$ cat src/rtl/sprite_line_fetcher_if.sv
// Shared sprite frameRAM read port.
// The fetcher (master) drives the read address. The RAM (slave) returns
// the texel one clock after the address, because the read is registered.
//   rom_addr : 15-bit read address, driven by the fetcher
//   rom_data : 24-bit RGB texel, returned by the RAM one cycle after rom_addr
interface sprite_line_fetcher_if;
  logic [14:0] rom_addr;
  logic [23:0] rom_data;

  modport master (output rom_addr, input rom_data);
  modport slave  (input rom_addr, output rom_data);
endinterface

$ cat src/rtl/sprite_line_fetcher.sv
// Per-scanline sprite fetch scheduler.
//
// During each horizontal blank the fetcher walks the object slots. For every
// slot that intersects the next scanline, it copies that sprite row from the
// shared frameRAM port into the slot's row buffer. During active video it
// produces one priority-resolved, transparency-keyed sprite pixel per DrawX,
// one cycle after DrawX is presented.
//
// Ports:
//   Clk, Reset            pixel clock; synchronous active-high reset
//   DrawX, DrawY          current beam position
//   obj_en, obj_size      per-slot enable; size select (0 = 8x8, 1 = 32x32)
//   obj_x, obj_y          per-slot top-left corner, 10 bits per slot, packed
//   obj_base              per-slot frameRAM image base, 15 bits per slot, packed
//   rom                   shared frameRAM read port (master side)
//   pix_rgb, pix_valid    sprite pixel for the previous cycle's DrawX
//   busy                  a row fetch is in progress
//   overrun               sticky: the fetch did not finish within hblank
module sprite_line_fetcher #(
  parameter int          NUM_SLOTS   = 4,
  parameter logic [23:0] TRANSPARENT = 24'hFF0000,
  parameter int          H_ACTIVE    = 640,
  parameter int          V_TOTAL     = 525
) (
  input  logic                     Clk,
  input  logic                     Reset,
  input  logic [9:0]               DrawX,
  input  logic [9:0]               DrawY,
  input  logic [NUM_SLOTS-1:0]     obj_en,
  input  logic [NUM_SLOTS-1:0]     obj_size,
  input  logic [10*NUM_SLOTS-1:0]  obj_x,
  input  logic [10*NUM_SLOTS-1:0]  obj_y,
  input  logic [15*NUM_SLOTS-1:0]  obj_base,
  sprite_line_fetcher_if.master    rom,
  output logic [23:0]              pix_rgb,
  output logic                     pix_valid,
  output logic                     busy,
  output logic                     overrun
);

  localparam int SW = (NUM_SLOTS > 1) ? $clog2(NUM_SLOTS) : 1;

  localparam logic [1:0] ST_IDLE  = 2'd0;
  localparam logic [1:0] ST_SCAN  = 2'd1;
  localparam logic [1:0] ST_FETCH = 2'd2;
  localparam logic [1:0] ST_DRAIN = 2'd3;

  localparam logic [9:0] H_ACTIVE_V = 10'(H_ACTIVE);
  localparam logic [9:0] V_ACTIVE_V = 10'd480;
  localparam logic [9:0] LAST_LINE  = 10'(V_TOTAL - 1);
  localparam logic [9:0] H_LAST     = 10'd799;

  // Shadow copies of the object table. These are captured at the trigger,
  // so game-logic updates never tear a displayed line.
  logic [NUM_SLOTS-1:0] sh_en_reg;
  logic [NUM_SLOTS-1:0] sh_size_reg;
  logic [9:0]           sh_x_reg    [NUM_SLOTS];
  logic [9:0]           sh_y_reg    [NUM_SLOTS];
  logic [14:0]          sh_base_reg [NUM_SLOTS];

  logic [1:0]           state_reg;
  logic [SW-1:0]        slot_reg;
  logic [4:0]           col_reg;
  logic [4:0]           row_reg;
  logic [9:0]           next_y_reg;
  logic [NUM_SLOTS-1:0] row_hit_reg;
  logic                 overrun_reg;

  // Write-back pipeline. It tracks the slot and column of the address
  // issued on the previous cycle, so the registered ROM data lands in the
  // correct buffer entry.
  logic                 wr_valid_reg;
  logic [SW-1:0]        wr_slot_reg;
  logic [4:0]           wr_col_reg;

  logic        trigger;
  logic        slot_last;
  logic        scan_hit;
  logic [9:0]  scan_row;
  logic [4:0]  col_last;
  logic [9:0]  fetch_offset;
  logic [14:0] fetch_addr;

  assign trigger   = (DrawX == H_ACTIVE_V);
  assign slot_last = (slot_reg == SW'(NUM_SLOTS - 1));

  // Unsigned subtraction: rows above the sprite wrap to large values, so a
  // single compare covers both sides of the sprite.
  assign scan_row = next_y_reg - sh_y_reg[slot_reg];
  assign scan_hit = sh_en_reg[slot_reg] &&
                    (sh_size_reg[slot_reg] ? (scan_row < 10'd32) : (scan_row < 10'd8));
  assign col_last = sh_size_reg[slot_reg] ? 5'd31 : 5'd7;

  // row*size + col reduces to a bit concatenation, because sizes are powers of two.
  assign fetch_offset = sh_size_reg[slot_reg] ? {row_reg, col_reg}
                                              : {4'd0, row_reg[2:0], col_reg[2:0]};
  assign fetch_addr   = sh_base_reg[slot_reg] + {5'd0, fetch_offset};

  assign rom.rom_addr = (state_reg == ST_FETCH) ? fetch_addr : 15'd0;
  assign busy         = (state_reg != ST_IDLE);
  assign overrun      = overrun_reg;

  always_ff @(posedge Clk) begin
    if (Reset) begin
      state_reg    <= ST_IDLE;
      slot_reg     <= '0;
      col_reg      <= '0;
      row_reg      <= '0;
      next_y_reg   <= '0;
      row_hit_reg  <= '0;
      overrun_reg  <= 1'b0;
      wr_valid_reg <= 1'b0;
      wr_slot_reg  <= '0;
      wr_col_reg   <= '0;
      sh_en_reg    <= '0;
      sh_size_reg  <= '0;
      for (int i = 0; i < NUM_SLOTS; i++) begin
        sh_x_reg[i]    <= '0;
        sh_y_reg[i]    <= '0;
        sh_base_reg[i] <= '0;
      end
    end else begin
      wr_valid_reg <= (state_reg == ST_FETCH);
      wr_slot_reg  <= slot_reg;
      wr_col_reg   <= col_reg;

      if ((DrawX == H_LAST) && (state_reg != ST_IDLE)) begin
        overrun_reg <= 1'b1;
      end

      if (trigger) begin
        // A trigger that finds the previous fetch still running restarts it.
        if (state_reg != ST_IDLE) begin
          overrun_reg <= 1'b1;
        end
        next_y_reg  <= (DrawY == LAST_LINE) ? 10'd0 : DrawY + 10'd1;
        sh_en_reg   <= obj_en;
        sh_size_reg <= obj_size;
        for (int i = 0; i < NUM_SLOTS; i++) begin
          sh_x_reg[i]    <= obj_x[i*10 +: 10];
          sh_y_reg[i]    <= obj_y[i*10 +: 10];
          sh_base_reg[i] <= obj_base[i*15 +: 15];
        end
        row_hit_reg <= '0;
        slot_reg    <= '0;
        state_reg   <= ST_SCAN;
      end else begin
        case (state_reg)
          ST_SCAN: begin
            if (scan_hit) begin
              row_reg   <= scan_row[4:0];
              col_reg   <= 5'd0;
              state_reg <= ST_FETCH;
            end else if (slot_last) begin
              state_reg <= ST_DRAIN;
            end else begin
              slot_reg <= slot_reg + SW'(1);
            end
          end
          ST_FETCH: begin
            col_reg <= col_reg + 5'd1;
            if (col_reg == col_last) begin
              row_hit_reg[slot_reg] <= 1'b1;
              if (slot_last) begin
                state_reg <= ST_DRAIN;
              end else begin
                slot_reg  <= slot_reg + SW'(1);
                state_reg <= ST_SCAN;
              end
            end
          end
          ST_DRAIN: state_reg <= ST_IDLE;
          default:  state_reg <= ST_IDLE;
        endcase
      end
    end
  end

  // Display path. Each slot has its own row buffer with a registered read.
  // The read register and the hit flag together form the single output stage.
  logic                   visible;
  logic [NUM_SLOTS-1:0]   hit_all;
  logic [24*NUM_SLOTS-1:0] tex_all;

  assign visible = (DrawX < H_ACTIVE_V) && (DrawY < V_ACTIVE_V);

  genvar gi;
  generate
    for (gi = 0; gi < NUM_SLOTS; gi++) begin : g_slot
      logic [23:0] line_buf [32];
      logic [23:0] tex_reg;
      logic        hit_reg;
      logic [9:0]  rd_col;
      logic        in_span;

      assign rd_col  = DrawX - sh_x_reg[gi];
      assign in_span = sh_size_reg[gi] ? (rd_col < 10'd32) : (rd_col < 10'd8);

      always_ff @(posedge Clk) begin
        if (wr_valid_reg && (wr_slot_reg == SW'(gi))) begin
          line_buf[wr_col_reg] <= rom.rom_data;
        end
        tex_reg <= line_buf[rd_col[4:0]];
      end

      always_ff @(posedge Clk) begin
        if (Reset) begin
          hit_reg <= 1'b0;
        end else begin
          hit_reg <= row_hit_reg[gi] && in_span && visible;
        end
      end

      assign hit_all[gi]         = hit_reg;
      assign tex_all[gi*24 +: 24] = tex_reg;
    end
  endgenerate

  // Scan from the lowest priority slot to the highest, so that the
  // lowest-index opaque slot overwrites the others.
  always_comb begin
    pix_valid = 1'b0;
    pix_rgb   = 24'd0;
    for (int i = NUM_SLOTS - 1; i >= 0; i--) begin
      if (hit_all[i] && (tex_all[i*24 +: 24] != TRANSPARENT)) begin
        pix_valid = 1'b1;
        pix_rgb   = tex_all[i*24 +: 24];
      end
    end
  end

endmodule
$ cat src/flat_wrapper.sv
// flat-port wrapper written by rule: the top's interface ports become plain ports
module sprite_line_fetcher_flat 
#(
  parameter int          NUM_SLOTS   = 4,
  parameter logic [23:0] TRANSPARENT = 24'hFF0000,
  parameter int          H_ACTIVE    = 640,
  parameter int          V_TOTAL     = 525
)
  (Clk, Reset, DrawX, DrawY, obj_en, obj_size, obj_x, obj_y, obj_base, pix_rgb, pix_valid, busy, overrun, rom_rom_addr, rom_rom_data);
  sprite_line_fetcher_if rom_i ();
  input  logic Clk;
  input  logic Reset;
  input  logic [9:0] DrawX;
  input  logic [9:0] DrawY;
  input  logic [NUM_SLOTS-1:0] obj_en;
  input  logic [NUM_SLOTS-1:0] obj_size;
  input  logic [10*NUM_SLOTS-1:0] obj_x;
  input  logic [10*NUM_SLOTS-1:0] obj_y;
  input  logic [15*NUM_SLOTS-1:0] obj_base;
  output logic [23:0] pix_rgb;
  output logic pix_valid;
  output logic busy;
  output logic overrun;
  output wire logic [$bits(rom_i.rom_addr)-1:0] rom_rom_addr;
  input wire logic [$bits(rom_i.rom_data)-1:0] rom_rom_data;
  assign rom_rom_addr = rom_i.rom_addr;
  assign rom_i.rom_data = rom_rom_data;
  sprite_line_fetcher #(.NUM_SLOTS(NUM_SLOTS), .TRANSPARENT(TRANSPARENT), .H_ACTIVE(H_ACTIVE), .V_TOTAL(V_TOTAL)) u_core (.Clk(Clk), .Reset(Reset), .DrawX(DrawX), .DrawY(DrawY), .obj_en(obj_en), .obj_size(obj_size), .obj_x(obj_x), .obj_y(obj_y), .obj_base(obj_base), .rom(rom_i), .pix_rgb(pix_rgb), .pix_valid(pix_valid), .busy(busy), .overrun(overrun));
endmodule
$ cat config.mk
export PLATFORM = sky130hd
export DESIGN_NAME = sprite_line_fetcher_flat
export DESIGN_NICKNAME = d
export VERILOG_FILES = /design/src/rtl/sprite_line_fetcher_if.sv /design/src/rtl/sprite_line_fetcher.sv /design/src/flat_wrapper.sv
export SDC_FILE = /design/constraint.sdc
export NUM_CORES = 2
export LEC_CHECK = 0
export ABC_AREA = 1
export BUFFER_PORTS_ARGS = -buffer_cell sky130_fd_sc_hd__buf_4
export CELL_PAD_IN_SITES_DETAIL_PLACEMENT = 0
export CELL_PAD_IN_SITES_GLOBAL_PLACEMENT = 1
export CORE_AREA = 4 4 709 430
export DETAILED_ROUTE_END_ITERATION = 8
export DIE_AREA = 0 0 713 434
export GPL_ROUTABILITY_DRIVEN = 1
export GPL_TIMING_DRIVEN = 0
export PLACE_DENSITY = 0.7
export SLEW_MARGIN = 20
export SYNTH_ARGS = -nofsm -noshare
export SYNTH_HDL_FRONTEND = slang
export SYNTH_SLANG_ARGS = --single-unit
$ cat constraint.sdc
create_clock -name Clk -period 12.1 [get_ports Clk]
set_clock_uncertainty 0.1 [all_clocks]
set_input_delay 3.63 -clock Clk [delete_from_list [all_inputs] [get_ports Clk]]
set_output_delay 3.63 -clock Clk [all_outputs]
set_load 0.03 [all_outputs]
==> impl_metrics.tcl <==
set metrics [dict create \
    slew-limit-headroom_pct 16.4 \
    critPathLaunchType "register" \
    crit_type "reg2out" \
    slowest_delay_ns 0.60 \
    grt_max_degree 85 \
    crit_family "buffers and inverters" \
    largest_reg_flops 3072 \
    hold_class "reg2reg" \
    synthFlopType "edfxtp_1" \
    numCtsBuffers 313 \
    num_rows 156 \
    hold_buffers 0 \
    syn_to_final_growth_pct 15.9 \
    clockRootBuffer "clkbuf_16" \
    synthArstFlopShare_pct 0 \
    cts_resized 0 \
    grt_overflow 0 \
    dpl_cell_area_sq_um 145000 \
    endpoint_kind "primary output" \
    syn-num-nets 10400 \
    fill_cells 25200 \
    powerDensity_nw_per_um2 173 \
    cp_max_fo 10 \
    p_seq_share_pct 48.7 \
    fp.dieW_microns 713 \
    initial_core_util_pct 44.7 \
    seq_area_frac_synth_pct 74.4 \
    grt_pass1_wl_microns 639000 \
    vias_per_cell 6.16 \
    layout.nets 11100 \
    ios 236 \
    vias 93200 \
    synth_edf_count 3212 \
    finalMaxSlewViolations 0 \
    post-route-drc-count 0 \
    first_iter_violations 15300 \
    syn_inst 10200 \
    ir_worst_vdd_mv 0.156 \
    min_period_ns 9.16 \
    intPower_mw 19.4 \
    syn_avg_cell_area_sq_um 13.2 \
    netlist_top_cells_count "3,212 x edfxtp_1, 1,311 x nand2_1, 1,145 x nor2_1" \
    ys_ff_latch 3359 \
    yosysMostFrequentCell "edfxtp_1" \
    antenna_found_initial 34 \
    worstSkewPairLatency_ns 0.91 \
    cp_common_cell "o21ai_0" \
    worstPathRequired_ns 8.37 \
    timing.critical_path.buf_inv 5 \
    arrival_ns 5.43 \
    synth_area_sq_um 134000 \
    portBuffers 233 \
    clockBufferDepth 4 \
    wl_microns 458000 \
    fin_area_sq_um 155000 \
    drv_cap 0 \
    yosys_warnings 0 \
    wl_per_cell_microns 30.3 \
    gp_congestion 0.979 \
    dieArea_sq_um 309000 \
    synth_area_leader_cell "edfxtp_1" \
    die_y_microns 434 \
    setup-tns-final_ns 0 \
    setup_viol 0 \
    p_switching_mw 7.50 \
    cts_max_level 5 \
    clkPwrFrac_pct 37.0 \
    drtAntennaViolNets 0 \
    cts_setup_buffers 0 \
    cp_cell_sequence "inv_2 > buf_2 > buf_1 > clkbuf_1 > nor2_1 > o22ai_1 > ha_1 > a21oi_1 > o21ai_0 > nand2_1 > o2111ai_1 > nand3_1 > o21ai_0 > nand2_1 > o21ai_0 > nor2_1 > buf_4" \
    hold_viol_final 0 \
    yosys.area.top_type_share_pct 72.2 \
    max_freq_mhz 109 \
    cp_slowest_cell "o22ai_1" \
    synthTopCellsByArea "edfxtp_1 72%, nand2_1 3.7%, a21oi_1 3.5%" \
    outcome "finished, final reports clean" \
    dp_hpwl_microns 314000 \
    grtUsageTotal_pct 28.8 \
    path_clk_slew_ns 0.07 \
    dp_cells 14600 \
    switching_share_pct 27.9 \
    cellLeakagePower_nw 51.4 \
    final_core_util_pct 51.8 \
    drive_gt1_share_pct 11.5 \
    dr.pass1.iters 7 \
    rsz0062_at_grt "no" \
    final_cells 15100 \
    core_sq_um 299000 \
    cts_tree "done" \
    combPwrFrac_pct 14.3 \
    grt_pass1_vias 85800 \
    cts_num_sinks 3359 \
    yosys.cell_types.count 58 \
    worst_slew_pin_slew_ns 1.25 \
    min_period_over_period_pct 75.7 \
]
logic make-up (layout without fill, tap and decap cells):
| kind of cell | Yosys count | after routing | synth area share (%) |
|---|---|---|---|
| AO/OA/AOI/OAI | 2754 | 2754 | 12.8 |
| XOR/XNOR | 28 | 28 | 0.206 |
| adder cells (fa/ha/maj) | 67 | 67 | 0.661 |
| buffers and inverters | 1036 | 1966 | 3.23 |
| flip-flops | 3359 | 3359 | 74.4 |
| other | 0 | 13 | 0 |
| AND/OR/NAND/NOR | 2910 | 2910 | 8.78 |
placed cells by master (no fill, tap or decap), drive strengths merged, types with 20 or more instances in the layout:
cell type / instances
a21oi: 934
a221o: 192
a221oi: 192
a31oi: 25
and3: 97
buf: 692
bufinv: 25
clkbuf: 787
clkinv: 126
dfxtp: 147
edfxtp: 3212
ha: 61
inv: 332
nand2: 1318
nand3: 171
nand4: 25
nor2: 1150
nor3: 116
nor4: 20
o211ai: 23
o21ai: 853
o221ai: 193
o22ai: 210
o32ai: 96
xor2: 21
metrics by stage:
stage          setup slack, ns  hold WS [ns]  total power, mW
6_report                  2.94         0.385             26.9
5_1_grt                   2.69         0.407             27.6
4_1_cts                   3.08         0.377             26.8
3_5_place_dp              3.87         0.357             17.0
3_3_place_gp              3.74         0.351             16.9
2_1_floorplan             5.44         0.331             15.0
area by class of cell:
class / count / area, sq um / share of cell area [%]
well taps: 4029 / 5040 / 3.25
diodes: 13 / 32.5 / 0.0210
clock inverters: 164 / 1480 / 0.952
plain buffers: 713 / 3130 / 2.02
repair buffers: 370 / 5170 / 3.34
multi-input cells: 5759 / 31000 / 20.0
clock buffers: 396 / 8490 / 5.48
flip-flops and latches: 3359 / 99400 / 64.2
inverters: 323 / 1220 / 0.785
power by group through the flow:
| stage | Clock [mW] | Combinational, mW | Sequential, mW |
|---|---|---|---|
| floorplan | 0 | 1.85 | 13.2 |
| global placement | 0 | 3.57 | 13.3 |
| detailed placement | 0 | 3.66 | 13.3 |
| CTS | 10.0 | 3.68 | 13.1 |
| global route | 10.5 | 4.02 | 13.1 |
| finish | 9.94 | 3.85 | 13.1 |
layer usage:
layer | vias up | part of all wire [%] | track usage (%) | wire length, microns
met3 | 703 | 14 | 9.37 | 65100
met5 | - | 0.0059 | 0 | 27
li1 | 39600 | - | - | -
met2 | 5977 | 40 | 38.2 | 181000
met4 | 4 | 3.0 | 7.86 | 13500
met1 | 46900 | 43 | 44.6 | 198000
worst paths after layout:
check / from / to / slack (ns) / cells after the start
setup / recovery: register / rom_rom_addr[13] / 2.94 / 17
hold / removal: u_core.row_reg[3] / u_core.row_reg[3] / 0.38 / 2
setup reg to reg: u_core.sh_x_reg[1][0] / u_core.g_slot[1].tex_reg[0] / 7.38 / 10
hold reg to reg: u_core.row_reg[3] / u_core.row_reg[3] / 0.38 / 2
tightest hold or removal path, stage by stage (launching register included):
cell	delay [ns]
dfxtp_1	0.30
inv_1	0.07
a21oi_1	0.07
No activity file was read; power rests on OpenSTA's default activity.
